==> src/rtl/alu_rs_pkg.sv <==
// Shared widths, tag encodings and the CDB snoop helper for the ALU reservation station.
// Optional build macro: ALU_RS_WAKEUP_BYPASS_EN (see alu_rs.sv).
package alu_rs_pkg;

    localparam int RS_DEPTH = 8;
    localparam int ROOT_W   = 3;
    localparam int TAG_W    = 4;
    localparam int DATA_W   = 32;
    localparam int OP_W     = 6;
    localparam int ADDR_W   = 32;

    typedef logic [TAG_W-1:0]  tag_t;
    typedef logic [ROOT_W-1:0] root_t;
    typedef logic [DATA_W-1:0] data_t;
    typedef logic [OP_W-1:0]   op_t;
    typedef logic [ADDR_W-1:0] addr_t;

    // Tags are {prefix, root}; the LS buffer never allocates root 0 under prefix 0,
    // so the all-zero tag is free to mean "operand value present".
    localparam tag_t TAG_FREE   = '0;
    localparam logic ALU_PREFIX = 1'b1;
    localparam logic ENABLE     = 1'b1;
    localparam logic DISABLE    = 1'b0;

    typedef struct packed {
        tag_t  tag;
        data_t val;
    } operand_t;

    typedef struct packed {
        logic  en;
        tag_t  tag;
        data_t data;
    } cdb_t;

    typedef struct packed {
        op_t      op;
        operand_t o;
        operand_t t;
        addr_t    addr;
        tag_t     tag_w;
    } rs_entry_t;

    function automatic operand_t snoop(input operand_t cur, input cdb_t alu, input cdb_t ls);
        operand_t res;
        res = cur;
        if (cur.tag != TAG_FREE) begin
            if (alu.en == ENABLE && alu.tag == cur.tag) begin
                res.tag = TAG_FREE;
                res.val = alu.data;
            end else if (ls.en == ENABLE && ls.tag == cur.tag) begin
                res.tag = TAG_FREE;
                res.val = ls.data;
            end
        end
        return res;
    endfunction

endpackage

==> src/rtl/alu_rs_if.sv <==
// Dispatcher / CDB / issue bundle of the ALU reservation station.
interface alu_rs_if
    import alu_rs_pkg::*;
();
    logic  rdy;
    logic  ALUen;
    op_t   op;
    data_t operandO;
    data_t operandT;
    tag_t  tagO;
    tag_t  tagT;
    tag_t  tagW;
    addr_t addr;
    logic  cdbAluEn;
    tag_t  cdbAluTag;
    data_t cdbAluData;
    logic  cdbLsEn;
    tag_t  cdbLsTag;
    data_t cdbLsData;
    root_t ALUfreeTag;
    logic  aluFull;
    logic  issueEn;
    op_t   issueOp;
    data_t issueA;
    data_t issueB;
    addr_t issueAddr;
    tag_t  issueTagW;

    modport master (
        output rdy, ALUen, op, operandO, operandT, tagO, tagT, tagW, addr,
               cdbAluEn, cdbAluTag, cdbAluData, cdbLsEn, cdbLsTag, cdbLsData,
        input  ALUfreeTag, aluFull, issueEn, issueOp, issueA, issueB, issueAddr, issueTagW
    );

    modport slave (
        input  rdy, ALUen, op, operandO, operandT, tagO, tagT, tagW, addr,
               cdbAluEn, cdbAluTag, cdbAluData, cdbLsEn, cdbLsTag, cdbLsData,
        output ALUfreeTag, aluFull, issueEn, issueOp, issueA, issueB, issueAddr, issueTagW
    );
endinterface

==> src/rtl/alu_rs_prio_enc.sv <==
// Lowest-set-bit finder; used for both free-slot allocation and ready-entry select.
module alu_rs_prio_enc #(
    parameter int N     = 8,
    parameter int IDX_W = $clog2(N)
) (
    input  logic [N-1:0]     req,
    output logic [IDX_W-1:0] idx,
    output logic             found
);
    always_comb begin
        idx   = '0;
        found = 1'b0;
        for (int i = N - 1; i >= 0; i--) begin
            if (req[i]) begin
                idx   = IDX_W'(i);
                found = 1'b1;
            end
        end
    end
endmodule

==> src/rtl/alu_rs.sv <==
// ALU reservation station: dispatch into the lowest free slot, CDB wakeup, one issue per cycle.
// Optional build macro: ALU_RS_WAKEUP_BYPASS_EN lets an entry woken this cycle issue this cycle.
module alu_rs
    import alu_rs_pkg::*;
(
    input  logic    clk,
    input  logic    rst,
    alu_rs_if.slave bus
);
    rs_entry_t           ent_q [RS_DEPTH];
    rs_entry_t           ent_w [RS_DEPTH];
    rs_entry_t           new_ent;
    logic [RS_DEPTH-1:0] valid_q;
    logic [RS_DEPTH-1:0] ready_vec;
    root_t               free_idx;
    root_t               sel_idx;
    logic                free_found;
    logic                sel_found;
    logic                dispatch;
    cdb_t                cdb_alu;
    cdb_t                cdb_ls;

    logic                issue_en_q;
    op_t                 issue_op_q;
    data_t               issue_a_q;
    data_t               issue_b_q;
    addr_t               issue_addr_q;
    tag_t                issue_tag_w_q;

    assign cdb_alu = '{en: bus.cdbAluEn, tag: bus.cdbAluTag, data: bus.cdbAluData};
    assign cdb_ls  = '{en: bus.cdbLsEn,  tag: bus.cdbLsTag,  data: bus.cdbLsData};

    alu_rs_prio_enc #(.N(RS_DEPTH)) u_free_enc (
        .req   (~valid_q),
        .idx   (free_idx),
        .found (free_found)
    );

    alu_rs_prio_enc #(.N(RS_DEPTH)) u_sel_enc (
        .req   (ready_vec),
        .idx   (sel_idx),
        .found (sel_found)
    );

    assign dispatch = bus.ALUen && free_found && bus.rdy;

    // An operand whose producer broadcasts in the dispatch cycle would otherwise miss it forever.
    always_comb begin
        new_ent.op    = bus.op;
        new_ent.o     = snoop(operand_t'{tag: bus.tagO, val: bus.operandO}, cdb_alu, cdb_ls);
        new_ent.t     = snoop(operand_t'{tag: bus.tagT, val: bus.operandT}, cdb_alu, cdb_ls);
        new_ent.addr  = bus.addr;
        new_ent.tag_w = bus.tagW;
    end

    always_comb begin
        for (int i = 0; i < RS_DEPTH; i++) begin
            ent_w[i]   = ent_q[i];
            ent_w[i].o = snoop(ent_q[i].o, cdb_alu, cdb_ls);
            ent_w[i].t = snoop(ent_q[i].t, cdb_alu, cdb_ls);
`ifdef ALU_RS_WAKEUP_BYPASS_EN
            ready_vec[i] = valid_q[i] && ent_w[i].o.tag == TAG_FREE && ent_w[i].t.tag == TAG_FREE;
`else
            ready_vec[i] = valid_q[i] && ent_q[i].o.tag == TAG_FREE && ent_q[i].t.tag == TAG_FREE;
`endif
        end
    end

    always_ff @(posedge clk or posedge rst) begin
        if (rst) begin
            valid_q       <= '0;
            issue_en_q    <= 1'b0;
            issue_op_q    <= '0;
            issue_a_q     <= '0;
            issue_b_q     <= '0;
            issue_addr_q  <= '0;
            issue_tag_w_q <= '0;
            for (int i = 0; i < RS_DEPTH; i++) begin
                ent_q[i] <= '0;
            end
        end else if (bus.rdy) begin
            for (int i = 0; i < RS_DEPTH; i++) begin
                ent_q[i] <= ent_w[i];
            end
            // Dispatch only targets an empty slot and select only a valid one, so they never collide.
            if (sel_found) begin
                valid_q[sel_idx] <= 1'b0;
            end
            if (dispatch) begin
                valid_q[free_idx] <= 1'b1;
                ent_q[free_idx]   <= new_ent;
            end
            issue_en_q <= sel_found;
            if (sel_found) begin
                issue_op_q    <= ent_w[sel_idx].op;
                issue_a_q     <= ent_w[sel_idx].o.val;
                issue_b_q     <= ent_w[sel_idx].t.val;
                issue_addr_q  <= ent_w[sel_idx].addr;
                issue_tag_w_q <= ent_w[sel_idx].tag_w;
            end
        end else begin
            issue_en_q <= 1'b0;
        end
    end

    assign bus.ALUfreeTag = free_idx;
    assign bus.aluFull    = ~free_found;
    assign bus.issueEn    = issue_en_q;
    assign bus.issueOp    = issue_op_q;
    assign bus.issueA     = issue_a_q;
    assign bus.issueB     = issue_b_q;
    assign bus.issueAddr  = issue_addr_q;
    assign bus.issueTagW  = issue_tag_w_q;
endmodule

==> src/flat_wrapper.sv <==
// flat-port wrapper written by rule: the top's interface ports become plain ports
module alu_rs_flat import alu_rs_pkg::*;
  (clk, rst, bus_rdy, bus_ALUen, bus_op, bus_operandO, bus_operandT, bus_tagO, bus_tagT, bus_tagW, bus_addr, bus_cdbAluEn, bus_cdbAluTag, bus_cdbAluData, bus_cdbLsEn, bus_cdbLsTag, bus_cdbLsData, bus_ALUfreeTag, bus_aluFull, bus_issueEn, bus_issueOp, bus_issueA, bus_issueB, bus_issueAddr, bus_issueTagW);
  alu_rs_if bus_i ();
  input  logic clk;
  input  logic rst;
  input wire logic [$bits(bus_i.rdy)-1:0] bus_rdy;
  input wire logic [$bits(bus_i.ALUen)-1:0] bus_ALUen;
  input wire logic [$bits(bus_i.op)-1:0] bus_op;
  input wire logic [$bits(bus_i.operandO)-1:0] bus_operandO;
  input wire logic [$bits(bus_i.operandT)-1:0] bus_operandT;
  input wire logic [$bits(bus_i.tagO)-1:0] bus_tagO;
  input wire logic [$bits(bus_i.tagT)-1:0] bus_tagT;
  input wire logic [$bits(bus_i.tagW)-1:0] bus_tagW;
  input wire logic [$bits(bus_i.addr)-1:0] bus_addr;
  input wire logic [$bits(bus_i.cdbAluEn)-1:0] bus_cdbAluEn;
  input wire logic [$bits(bus_i.cdbAluTag)-1:0] bus_cdbAluTag;
  input wire logic [$bits(bus_i.cdbAluData)-1:0] bus_cdbAluData;
  input wire logic [$bits(bus_i.cdbLsEn)-1:0] bus_cdbLsEn;
  input wire logic [$bits(bus_i.cdbLsTag)-1:0] bus_cdbLsTag;
  input wire logic [$bits(bus_i.cdbLsData)-1:0] bus_cdbLsData;
  output wire logic [$bits(bus_i.ALUfreeTag)-1:0] bus_ALUfreeTag;
  output wire logic [$bits(bus_i.aluFull)-1:0] bus_aluFull;
  output wire logic [$bits(bus_i.issueEn)-1:0] bus_issueEn;
  output wire logic [$bits(bus_i.issueOp)-1:0] bus_issueOp;
  output wire logic [$bits(bus_i.issueA)-1:0] bus_issueA;
  output wire logic [$bits(bus_i.issueB)-1:0] bus_issueB;
  output wire logic [$bits(bus_i.issueAddr)-1:0] bus_issueAddr;
  output wire logic [$bits(bus_i.issueTagW)-1:0] bus_issueTagW;
  assign bus_i.rdy = bus_rdy;
  assign bus_i.ALUen = bus_ALUen;
  assign bus_i.op = bus_op;
  assign bus_i.operandO = bus_operandO;
  assign bus_i.operandT = bus_operandT;
  assign bus_i.tagO = bus_tagO;
  assign bus_i.tagT = bus_tagT;
  assign bus_i.tagW = bus_tagW;
  assign bus_i.addr = bus_addr;
  assign bus_i.cdbAluEn = bus_cdbAluEn;
  assign bus_i.cdbAluTag = bus_cdbAluTag;
  assign bus_i.cdbAluData = bus_cdbAluData;
  assign bus_i.cdbLsEn = bus_cdbLsEn;
  assign bus_i.cdbLsTag = bus_cdbLsTag;
  assign bus_i.cdbLsData = bus_cdbLsData;
  assign bus_ALUfreeTag = bus_i.ALUfreeTag;
  assign bus_aluFull = bus_i.aluFull;
  assign bus_issueEn = bus_i.issueEn;
  assign bus_issueOp = bus_i.issueOp;
  assign bus_issueA = bus_i.issueA;
  assign bus_issueB = bus_i.issueB;
  assign bus_issueAddr = bus_i.issueAddr;
  assign bus_issueTagW = bus_i.issueTagW;
  alu_rs u_core (.clk(clk), .rst(rst), .bus(bus_i));
endmodule
==> config.mk <==
export PLATFORM = sky130hd
export DESIGN_NAME = alu_rs_flat
export DESIGN_NICKNAME = d
export VERILOG_FILES = /design/src/rtl/alu_rs_pkg.sv /design/src/rtl/alu_rs_if.sv /design/src/rtl/alu_rs_prio_enc.sv /design/src/rtl/alu_rs.sv /design/src/flat_wrapper.sv
export SDC_FILE = /design/constraint.sdc
export NUM_CORES = 2
export LEC_CHECK = 0
export ABC_AREA = 1
export CAP_MARGIN = 20
export CELL_PAD_IN_SITES_DETAIL_PLACEMENT = 2
export CELL_PAD_IN_SITES_GLOBAL_PLACEMENT = 2
export CORE_ASPECT_RATIO = 1.5
export CORE_MARGIN = 10
export CORE_UTILIZATION = 35
export CTS_BUF_LIST = sky130_fd_sc_hd__clkbuf_4 sky130_fd_sc_hd__clkbuf_8
export DETAILED_ROUTE_END_ITERATION = 10
export PLACE_DENSITY_LB_ADDON = 0.1
export SLEW_MARGIN = 20
export SYNTH_ARGS = -nofsm -noshare
export SYNTH_HDL_FRONTEND = slang
export SYNTH_SLANG_ARGS = --single-unit
export TNS_END_PERCENT = 20
==> constraint.sdc <==
create_clock -name clk -period 46.5 [get_ports clk]
set_input_delay 13.95 -clock clk [delete_from_list [all_inputs] [get_ports clk]]
set_output_delay 13.95 -clock clk [all_outputs]
set_load 0.01 [all_outputs]
==> flow_metrics.env <==
export IMPL_peakVddDrop_mv=0.114
export IMPL_drc=0
export IMPL_routed_wl_mm=387
export IMPL_dieArea_um2=202000
export IMPL_clkTransAtPathRegs_ns=0.06
export IMPL_met3_usage=0.0794
export IMPL_ys_warn_count=0
export IMPL_dp_hpwl_mm=234
export IMPL_maxCapViolations=0
export IMPL_cp_required_ns=47.38
export IMPL_cts_max_level=4
export IMPL_synth_top_area_frac=0.398
export IMPL_cp_cell_sequence="buf_4 -> inv_8 -> buf_4 -> nor2_1 -> nand2_2 -> inv_2 -> nand2_4 -> nand2_1 -> clkinv_2 -> buf_4 -> nand2_1 -> o211ai_1"
export IMPL_numCtsBuffers=195
export IMPL_final_max_slew_viol_count=0
export IMPL_status="finished clean"
export IMPL_boundaryPins=303
export IMPL_worstPathBufferInverterCount=6
export IMPL_postCtsSetupBuffers=0
export IMPL_grt_pass1_wl_mm=560
export IMPL_whs_ns=0.483
export IMPL_post_route_period_util=0.378
export IMPL_tns_ns=0
export IMPL_firstDrtPassIters=5
export IMPL_postCtsHoldBufs=0
export IMPL_yosysUniqueCellTypes=39
export IMPL_drive_gt1_frac=0.0747
export IMPL_clockBufferDepth=4
export IMPL_hold_viol=0
export IMPL_netlist_area_um2=64600
export IMPL_critical_path_class="in2reg"
export IMPL_synth_area_leader_cell="dfrtp_1"
export IMPL_clock_sinks=1027
export IMPL_synth_fp_nets=10095
export IMPL_endpoint_kind="register"
export IMPL_die_x_um=371
export IMPL_ys_seq_area_frac=0.398
export IMPL_period_needed_ns=17.59
export IMPL_synthCells=9903
export IMPL_path_max_fanout=110
export IMPL_hold_class="reg2reg"
export IMPL_grt_max_degree=154
export IMPL_ys_seq_elements=1027
export IMPL_crit_family="buffers and inverters"
export IMPL_routed_via_density=6.08
export IMPL_worstMarginPinSlew_ns=1.19
export IMPL_pre_cts_slack_ns=27.52
export IMPL_power_density_nw_per_um2=74.6
export IMPL_final_setup_skew_ns=0.0529
export IMPL_p_leak_nw=35.4
export IMPL_rsz0062_at_grt="no"
export IMPL_use_met2=0.613
export IMPL_io_buffers=302
export IMPL_synthFlopType="dfrtp_1"
export IMPL_cts_tree="done"
export IMPL_cts_resized=0
export IMPL_core_area_um2=184000
export IMPL_synth_edf_count=0
export IMPL_antenna_found_initial=29
export IMPL_rows=193
export IMPL_cpMaxStageDelayCell="buf_4"
export IMPL_grt_ovfl_total=0
export IMPL_startpoint_type="input port"
export IMPL_crit_top_cell="buf_4"
export IMPL_wl_per_cell_um=31.1
export IMPL_clockRootBuffer="clkbuf_8"
export IMPL_slowest_delay_ns=0.90
export IMPL_clock_latency_ns=0.99
export IMPL_timing_fmax_ghz=0.0569
export IMPL_gp_congestion=0.905
export IMPL_arrival_ns=18.47
export IMPL_ys_top_cells_by_count="nand2_1 (4720), dfrtp_1 (1027), o21ai_0 (876)"
export IMPL_final_nets=10047
export IMPL_ant_nets=0
export IMPL_ys_top_cells_by_area="dfrtp_1 (40%), nand2_1 (27%), o21ai_0 (6.8%)"
export IMPL_grt_use_met1=0.426
export IMPL_setup_viol=0
export IMPL_drt_iter0_drc=6896
export IMPL_syn_avg_cell_area_um2=6.52
export IMPL_area_delta_synth_final_pct=13.4
export IMPL_synth_most_common_cell="nand2_1"
export IMPL_busiest_layer="met2"
export IMPL_die_height_um=546
export IMPL_max_slew_margin=0.207
export IMPL_grtUsageTotal=0.370
export IMPL_grt_pass1_vias=81658
export IMPL_synth_async_reset_ratio=1.00
export IMPL_worst_slack_ns=28.91
export IMPL_initial_core_util=0.351
export IMPL_vias=75573
worst paths after layout:
kind / startpoint / to / slack, ns / cells after the start
max reg2reg: u_core.ent_q[638]$_DFFE_PP0P_ / u_core.bus.issueA[21]$_DFFE_PP0P_ / 41.29 / 18
min reg2reg: u_core.ent_q[831]$_DFFE_PP0P_ / u_core.ent_q[831]$_DFFE_PP0P_ / 0.48 / 2
min: u_core.ent_q[831]$_DFFE_PP0P_ / u_core.ent_q[831]$_DFFE_PP0P_ / 0.48 / 2
max: bus_rdy / u_core.ent_q[329]$_DFFE_PP0P_ / 28.91 / 12
min in group asynchronous: rst / u_core.ent_q[25]$_DFFE_PP0P_ / 13.58 / 2
max in group asynchronous: rst / u_core.ent_q[378]$_DFFE_PP0P_ / 28.92 / 7
metrics by stage:
stage          utilization  cells  power, mW  instance area (µm²)
2_1_floorplan            -   9903       3.17                64600
3_3_place_gp         0.376  12092       4.30                69200
3_5_place_dp         0.376  12093       4.43                69200
4_1_cts              0.397  12418       5.42                73100
5_1_grt              0.398  12423       5.77                73200
6_report             0.398  12439       5.46                73200
final cells by class:
class / count / area, µm²
Fill cell: 22430 / 111000
Multi-Input combinational cell: 7692 / 34200
Sequential cell: 1027 / 25700
Timing Repair Buffer: 500 / 4630
Clock buffer: 301 / 3710
Tap cell: 2437 / 3050
Inverter: 439 / 1690
Clock inverter: 24 / 171
Antenna cell: 19 / 47.5
state kept, by name (all words and copies together), names as in the netlist:
name	flops
u_core.bus.issueB	32
u_core.ent_q	912
u_core.valid_q	8
u_core.bus.issueOp	6
u_core.bus.issueAddr	32
u_core.bus.issueEn	1
u_core.bus.issueTagW	4
u_core.bus.issueA	32
per-layer routing:
metal,up-vias,wire length (µm)
met4,36,30700
li1,31693,-
met5,-,275
met1,38913,146000
met2,3468,180000
met3,1463,30600
tightest hold or removal path: cells and delay by family (launching register included):
kind	cells	cell delay, ns
flops	1	0.34
compound gates	1	0.06
simple gates	1	0.05
logic make-up after synthesis:
logic type | after synthesis | share of synthesized area
and+or+nand+nor | 6053 | 0.372
AOI/OAI and AO/OA | 1607 | 0.149
buffers and inverters | 1184 | 0.0766
DFF | 1027 | 0.398
xor gates and xnor gates | 32 | 0.00434
placed cells by master, fill, tap and decap left out, types with 3 or more instances in the layout:
| master | count |
|---|---|
| a21oi_1 | 88 |
| a21oi_4 | 9 |
| a22oi_1 | 3 |
| a31oi_1 | 4 |
| buf_12 | 9 |
| buf_4 | 188 |
| clkbuf_4 | 69 |
| clkbuf_8 | 232 |
| clkdlybuf4s50_1 | 299 |
| clkinv_2 | 22 |
| clkinvlp_4 | 3 |
| dfrtp_1 | 1027 |
| diode_2 | 19 |
| inv_1 | 408 |
| inv_2 | 19 |
| inv_8 | 6 |
| nand2_1 | 4707 |
| nand2_2 | 16 |
| nand2_4 | 8 |
| nand3_1 | 361 |
| nand3_2 | 17 |
| nand3b_1 | 3 |
| nand4_1 | 127 |
| nor2_1 | 639 |
| nor2_2 | 7 |
| nor2_4 | 8 |
| nor3_1 | 38 |
| o211ai_1 | 486 |
| o21ai_0 | 876 |
| o21ai_1 | 42 |
| o221ai_1 | 66 |
| o22ai_1 | 27 |
| or2_2 | 114 |
| xnor2_1 | 21 |
| xor2_1 | 11 |
report_power, final:
group | leakage [nW] | total, mW | internal [mW] | switching [mW]
Sequential | 13.3 | 1.50 | 1.25 | 0.241
Clock | 2.08 | 0.962 | 0.509 | 0.453
Combinational | 20.1 | 3.01 | 0.829 | 2.18
Note: power is estimated with default switching activity, not from simulation.
